## src/rtl/lfsr_rng_pkg.sv

```systemverilog
// Shared types, widths and the LFSR polynomial for the random-word arbiter.
package lfsr_rng_pkg;

  localparam int unsigned RAND_W        = 64;
  localparam int unsigned GRANT_CNT_W   = 32;
  localparam int unsigned ABANDON_CNT_W = 16;

  localparam logic [RAND_W-1:0] LFSR_SEED = 64'hdeadbeef12345678;

  typedef enum logic [1:0] {
    ST_WARMUP = 2'd0,
    ST_IDLE   = 2'd1,
    ST_STEP   = 2'd2,
    ST_GRANT  = 2'd3
  } state_e;

  // One Fibonacci step, taps 64,63,61,60, new bit enters at the LSB.
  function automatic logic [RAND_W-1:0] lfsr_next(input logic [RAND_W-1:0] s);
    return {s[RAND_W-2:0], s[63] ^ s[62] ^ s[60] ^ s[59]};
  endfunction

endpackage

```

## src/rtl/lfsr64.sv

```systemverilog
// 64-bit maximal-length LFSR with hold enable; reseeds on reset.
module lfsr64
  import lfsr_rng_pkg::*;
(
  input  logic              clk,
  input  logic              rst,
  input  logic              enable,
  output logic [RAND_W-1:0] state
);

  logic [RAND_W-1:0] state_q;
  logic [RAND_W-1:0] state_d;

  // Advance one step when enabled, otherwise hold.
  always_comb begin
    state_d = state_q;
    if (enable) state_d = lfsr_next(state_q);
  end

  // State register, seeded on reset.
  always_ff @(posedge clk or posedge rst) begin
    if (rst) state_q <= LFSR_SEED;
    else     state_q <= state_d;
  end

  assign state = state_q;

endmodule

```

## src/rtl/lfsr_rng_arbiter_rr_arbiter.sv

```systemverilog
// Combinational rotating-priority pick: first set request at or after rr_ptr.
module rr_arbiter #(
  parameter int unsigned NUM_REQ = 4,
  parameter int unsigned IDX_W   = $clog2(NUM_REQ)
) (
  input  logic [NUM_REQ-1:0] req,
  input  logic [IDX_W-1:0]   rr_ptr,
  output logic [IDX_W-1:0]   winner_c,
  output logic               any_req_c
);

  // Scan requesters in circular order starting at the pointer.
  always_comb begin
    int unsigned idx;
    logic        found;
    idx      = 0;
    found    = 1'b0;
    winner_c = '0;
    for (int unsigned i = 0; i < NUM_REQ; i++) begin
      idx = (32'(rr_ptr) + i) % NUM_REQ;
      if (!found && req[IDX_W'(idx)]) begin
        found    = 1'b1;
        winner_c = IDX_W'(idx);
      end
    end
  end

  assign any_req_c = |req;

endmodule

```

## src/rtl/lfsr_rng_arbiter.sv

```systemverilog
// Round-robin arbiter handing out one decorrelated 64-bit LFSR word per grant.
module lfsr_rng_arbiter
  import lfsr_rng_pkg::*;
#(
  parameter int unsigned NUM_REQ       = 4,
  parameter int unsigned STRIDE        = 8,
  parameter int unsigned WARMUP_CYCLES = 64
) (
  input  logic                     clk,
  input  logic                     rst_n,
  input  logic [NUM_REQ-1:0]       req,
  output logic [NUM_REQ-1:0]       gnt,
  output logic [RAND_W-1:0]        rand_data,
  output logic                     busy,
  output logic [GRANT_CNT_W-1:0]   grant_count,
  output logic [ABANDON_CNT_W-1:0] abandon_count
);

  localparam int unsigned IDX_W     = $clog2(NUM_REQ);
  localparam int unsigned CNT_MAX   = (WARMUP_CYCLES > STRIDE) ? WARMUP_CYCLES : STRIDE;
  localparam int unsigned CNT_W     = $clog2(CNT_MAX + 1);
  localparam int unsigned WARM_LAST = (WARMUP_CYCLES == 0) ? 0 : WARMUP_CYCLES - 1;
  localparam int unsigned STEP_LAST = STRIDE - 1;
  localparam bit          NO_WARMUP = (WARMUP_CYCLES == 0);
  localparam logic [IDX_W-1:0] LAST_IDX = IDX_W'(NUM_REQ - 1);

  state_e                   state_q, state_d;
  logic [CNT_W-1:0]         cnt_q, cnt_d;
  logic [IDX_W-1:0]         rr_ptr_q, rr_ptr_d;
  logic [IDX_W-1:0]         winner_q, winner_d;
  logic [NUM_REQ-1:0]       gnt_q, gnt_d;
  logic [RAND_W-1:0]        rand_data_q, rand_data_d;
  logic                     busy_q, busy_d;
  logic [GRANT_CNT_W-1:0]   grant_count_q, grant_count_d;
  logic [ABANDON_CNT_W-1:0] abandon_count_q, abandon_count_d;

  logic                     lfsr_en_c;
  logic                     lfsr_rst_c;
  logic [RAND_W-1:0]        lfsr_state;
  logic [IDX_W-1:0]         arb_winner_c;
  logic                     arb_any_c;

  rr_arbiter #(
    .NUM_REQ (NUM_REQ),
    .IDX_W   (IDX_W)
  ) u_arb (
    .req       (req),
    .rr_ptr    (rr_ptr_q),
    .winner_c  (arb_winner_c),
    .any_req_c (arb_any_c)
  );

  assign lfsr_rst_c = ~rst_n;

  lfsr64 u_lfsr (
    .clk    (clk),
    .rst    (lfsr_rst_c),
    .enable (lfsr_en_c),
    .state  (lfsr_state)
  );

  // FSM state register.
  always_ff @(posedge clk or negedge rst_n) begin
    if (!rst_n) state_q <= ST_WARMUP;
    else        state_q <= state_d;
  end

  // Next-state logic.
  always_comb begin
    state_d = state_q;
    case (state_q)
      ST_WARMUP: if (NO_WARMUP || cnt_q == CNT_W'(WARM_LAST)) state_d = ST_IDLE;
      ST_IDLE:   if (arb_any_c) state_d = ST_STEP;
      ST_STEP:   if (cnt_q == CNT_W'(STEP_LAST)) state_d = ST_GRANT;
      ST_GRANT:  state_d = ST_IDLE;
      default:   state_d = ST_WARMUP;
    endcase
  end

  // LFSR enable and next values of every registered output and bookkeeping flop.
  // The grant decision is taken on the last STEP edge so gnt/rand_data are
  // registered yet visible exactly in the GRANT cycle.
  always_comb begin
    lfsr_en_c       = 1'b0;
    cnt_d           = cnt_q;
    rr_ptr_d        = rr_ptr_q;
    winner_d        = winner_q;
    gnt_d           = '0;
    rand_data_d     = rand_data_q;
    grant_count_d   = grant_count_q;
    abandon_count_d = abandon_count_q;
    busy_d          = (state_d != ST_IDLE);
    case (state_q)
      ST_WARMUP: begin
        lfsr_en_c = !NO_WARMUP;
        cnt_d     = (state_d == ST_IDLE) ? '0 : cnt_q + CNT_W'(1);
      end
      ST_IDLE: begin
        cnt_d = '0;
        if (arb_any_c) winner_d = arb_winner_c;
      end
      ST_STEP: begin
        lfsr_en_c = 1'b1;
        cnt_d     = (state_d == ST_GRANT) ? '0 : cnt_q + CNT_W'(1);
        if (state_d == ST_GRANT) begin
          if (req[winner_q]) begin
            gnt_d[winner_q] = 1'b1;
            rand_data_d     = lfsr_next(lfsr_state);
            grant_count_d   = grant_count_q + GRANT_CNT_W'(1);
          end else if (abandon_count_q != '1) begin
            abandon_count_d = abandon_count_q + ABANDON_CNT_W'(1);
          end
        end
      end
      ST_GRANT: begin
        rr_ptr_d = (winner_q == LAST_IDX) ? '0 : winner_q + IDX_W'(1);
      end
      default: ;
    endcase
  end

  // Datapath and statistics registers.
  always_ff @(posedge clk or negedge rst_n) begin
    if (!rst_n) begin
      cnt_q           <= '0;
      rr_ptr_q        <= '0;
      winner_q        <= '0;
      gnt_q           <= '0;
      rand_data_q     <= '0;
      busy_q          <= 1'b1;
      grant_count_q   <= '0;
      abandon_count_q <= '0;
    end else begin
      cnt_q           <= cnt_d;
      rr_ptr_q        <= rr_ptr_d;
      winner_q        <= winner_d;
      gnt_q           <= gnt_d;
      rand_data_q     <= rand_data_d;
      busy_q          <= busy_d;
      grant_count_q   <= grant_count_d;
      abandon_count_q <= abandon_count_d;
    end
  end

  assign gnt           = gnt_q;
  assign rand_data     = rand_data_q;
  assign busy          = busy_q;
  assign grant_count   = grant_count_q;
  assign abandon_count = abandon_count_q;

endmodule

```

## config.mk

```make
export PLATFORM = sky130hd
export DESIGN_NAME = lfsr_rng_arbiter
export DESIGN_NICKNAME = d
export VERILOG_FILES = /design/src/rtl/lfsr_rng_pkg.sv /design/src/rtl/lfsr64.sv /design/src/rtl/lfsr_rng_arbiter_rr_arbiter.sv /design/src/rtl/lfsr_rng_arbiter.sv
export SDC_FILE = /design/constraint.sdc
export NUM_CORES = 1
export LEC_CHECK = 0
export ABC_AREA = 1
export CORE_MARGIN = 3
export CORE_UTILIZATION = 57
export CTS_CLUSTER_SIZE = 16
export DETAILED_ROUTE_END_ITERATION = 8
export DONT_BUFFER_PORTS = 1
export MAX_ROUTING_LAYER = met4
export PLACE_DENSITY = 0.77
export SETUP_SLACK_MARGIN = 0.1
export SKIP_LAST_GASP = 1
export SYNTH_ARGS = -nofsm -noshare
export SYNTH_HDL_FRONTEND = slang
export SYNTH_SLANG_ARGS = --single-unit
```

## constraint.sdc

```tcl
create_clock -name clk -period 1.85 [get_ports clk]
set_clock_uncertainty 0.2 [all_clocks]
set_input_delay 0.0925 -clock clk [delete_from_list [all_inputs] [get_ports clk]]
set_output_delay 0.0925 -clock clk [all_outputs]
set_load 0.03 [all_outputs]
```

==> results.md <==
- Setup ws final: -0.313 ns
- Total I/O pin count: 123
- Post-route cell area: 0.0119 mm^2
- Cell with the most instances after synthesis: nand2_1
- # rows: 45
- Port buffer count: 0
- Run status: complete, but fails checks
- Max FO, Critical Path: 9
- Vias in the first global route: 7604
- Initial DRC count: 756
- EDFF count, synth: 0
- Final period util: 117%
- Worst path slowest cell: dfrtp_2
- P_leak: 5.65 nW
- Final hold vios: 194
- HPWL after DPL: 14.1 mm
- First-pass DRT Iterations: 6
- Synth top area cells: dfrtp_1 43%, nand2_1 18%, dfstp_2 11%
- Share of layout cells above drive strength 1: 27.3%
- Overall Power: 0.00827 W
- Maximum vdd ir drop: 685 uV
- Largest net degree at the start of global routing: 195
- Critical path class: reg -> reg
- Worst stage delay on the critical path: 0.44 ns
- Clk_lat worst skew: 0.44 ns
- Tightest Pin Transition: 0.537 ns
- DRC: 0
- Ys Warns: 0
- DP Worst Slack: -0.295 ns
- Post-Synthesis Cells: 1115
- Routability Congestion: 0.986
- Die height: 132 um
- Min-delay worst type: in -> async
- Hold_ws: -0.850 ns
- Unrepaired setup endpoints after global routing: yes
- CP startpoint kind: register
- Yosys cell types: 32
- Dominant cell type by area after synthesis: dfrtp_1
- Crit path DAT: 2.28 ns
- Mapped Nets: 1132
- Global-route wire length before repair: 37.9 mm
- Final setup vio count: 171
- Core ar.: 0.0154 mm^2
- Max_cap viols: 0
- Required @ worst endpoint: 1.96 ns
- Cell area after synthesis: 0.00908 mm^2
- Slew Limit Headroom: 64.2%
- Ys flop type: dfrtp_1
- Placed Instances: 1394
- Grt total ovfl: 0
- Die area: 0.0175 mm^2
- Compound-Gate Fraction of Synth Area: 5.57%
- Ys async rst share: 100%
- WL/cell: 17.2 um
- Top cells by count, synth: 434 x nand2_1, 156 x dfrtp_1, 97 x nand3_1
- Fin crit period: 2.16 ns
- Number of CTS-inserted buffers: 17
- Die X: 132 um
- Sequential cell area fraction in the yosys report: 54.0%
- Syn Area/Cell: 8.14 um^2
- Vias: 8031
- N_diodes: 0
- Crit-path cells: buf_6 > ha_2 > nor2_2 > o21ai_2 > inv_2 > nand2_2 > nand2_2 > nor2_4 > nand2_4 > buf_12 > buf_12 > o21ai_2 > nand2_1
- Adder-Cell Fraction of Synth Area: 1.52%
- CTS HTree Levels: 4
- Post-synth top area share: 43.0%
- Remaining antenna violation count after routing: 0
- Vias/cell: 5.51
- Failing checks: negative hold slack, negative setup slack
- Max-slew violation count: 0
- CP Capture Type: register
- Final Non-Filler Cells: 1457
- Routed wire length: 25.1 mm
- Pwr dens: 692 mW/mm^2
- Hold Buf Count CTS: 2
- DP Area: 0.0102 mm^2
- Nets: 1250
- Area grow syn2layout: 31.6%
- Largest family of logic cells by synthesized area: simple AND/OR/NAND/NOR gates
- Synth Register Bits: 194
- Initial Util: 59.1%
- Mux contribution to synthesized area: 0%
- GRT Total Usage: 27.6%
- CTS tree: done
- Synth Area in XOR/XNOR: 3.96%
- # clock sinks: 194
- Post-Synth Simple-Gate Area: 28.7%
- Clk buf depth: 2
- Clock transition at the registers of the reported paths: 0.07 ns
- Peak Freq: 462 MHz
- Antenna violations before repair: 0
- Root Buffer Master: clkbuf_16
worst max-delay path: cells and delay by family, from the launching register on:
kind | cells | cell delay (ns)
flops | 1 | 0.44
buf+inv | 4 | 0.47
fa+ha+maj | 1 | 0.19
simple gates | 6 | 0.55
compound gates | 2 | 0.19
cell usage in the layout, fill, tap and decap left out, types with 3 or more instances in the layout:
cell,n
nand2_1,393
dfrtp_1,152
buf_4,107
inv_1,81
nand3_1,61
nor2_1,55
o21ai_1,38
dfstp_2,38
o21ai_0,37
nand2_2,31
xor2_1,25
nand3_2,25
clkbuf_16,25
nor3_1,21
buf_12,15
xnor2_1,13
o21ai_2,11
nand2_4,11
nand3_4,11
buf_6,10
nand4_1,8
buf_16,6
nor2_2,5
nand3b_1,5
inv_2,5
ha_1,5
inv_6,5
nor2_4,4
a21oi_1,4
ha_4,4
dfrtp_2,4
a21oi_2,3
bufinv_16,3
path summary, 6_finish.rpt:
check	from	to	slack (ns)	cells past startpoint
worst max-delay path	state_q[0]$_DFF_PN0_	grant_count[4]$_DFFE_PN0P_	-0.31	13
worst min-delay path	rst_n	abandon_count[5]$_DFFE_PN0P_	-0.85	0
worst max register to register	state_q[0]$_DFF_PN0_	grant_count[4]$_DFFE_PN0P_	-0.31	13
worst min register to register	u_lfsr.state[58]$_DFFE_PN1P_	u_lfsr.state[59]$_DFFE_PN1P_	0.28	2
max in group asynchronous	rst_n	u_lfsr.state[55]$_DFFE_PN1P_	1.82	0
min in group clk	req[0]	winner_q[1]$_DFFE_PN0P_	0.06	6
per-layer routing:
metal	vias to the layer above	part of all wire (%)	global-route usage, %
met2	316	50	44.2
li1	3770	-	-
met3	70	7.1	6.83
met5	-	0	-
met1	3875	40	34.6
met4	0	2.7	9.47
cell families (layout without fill, tap and decap cells):
kind of cell	after synthesis	in the layout
and+or+nand+nor	636	636
DFF	194	194
buffers and inverters	136	267
AOI/OAI and AO/OA	97	97
xor gates and xnor gates	41	41
adders and majority gates	11	11
where the power goes:
group,internal [W],switching (W),total (W)
registers,0.00424,0,0.00424
logic,0.0000135,0.0000195,0.0000330
clock network,0.00228,0.00171,0.00400
total,0.00654,0.00173,0.00827
layout make-up:
class | count | area [um^2]
Clock buffer | 20 | 468
Clock inverter | 12 | 168
Sequential cell | 194 | 4910
Fill cell | 998 | 3420
Tap cell | 211 | 264
Timing Repair Buffer | 148 | 1590
Multi-Input combinational cell | 785 | 4220
Inverter | 87 | 329
sequential cells by signal, summed over array words and instances, names as in the netlist:
signal and cells:
state_q 2, winner_q 2, grant_count 32, abandon_count 16
gnt 4, busy 1, rand_data 64, rr_ptr_q 2
cnt_q 7, u_lfsr.state 64
stage by stage:
step | hold slack [ns] | setup TNS, ns | utilization, %
3_5_place_dp | -0.397 | -32.15 | 66.2
5_1_grt | -0.872 | -48.44 | 77.7
6_report | -0.850 | -34.91 | 77.7
2_1_floorplan | -0.403 | -12.37 | -
4_1_cts | -0.859 | -28.26 | 72.8
3_3_place_gp | -0.397 | -20.66 | 66.2
what timing repair did:
item	in CTS	in global routing
setup endpoints to repair	174	190
gates cloned	5	9
pin swaps	6	45
setup buffers	9	7
hold endpoints to repair	196	194
gates resized for setup	45	128
(Power assumes the default switching activity.)
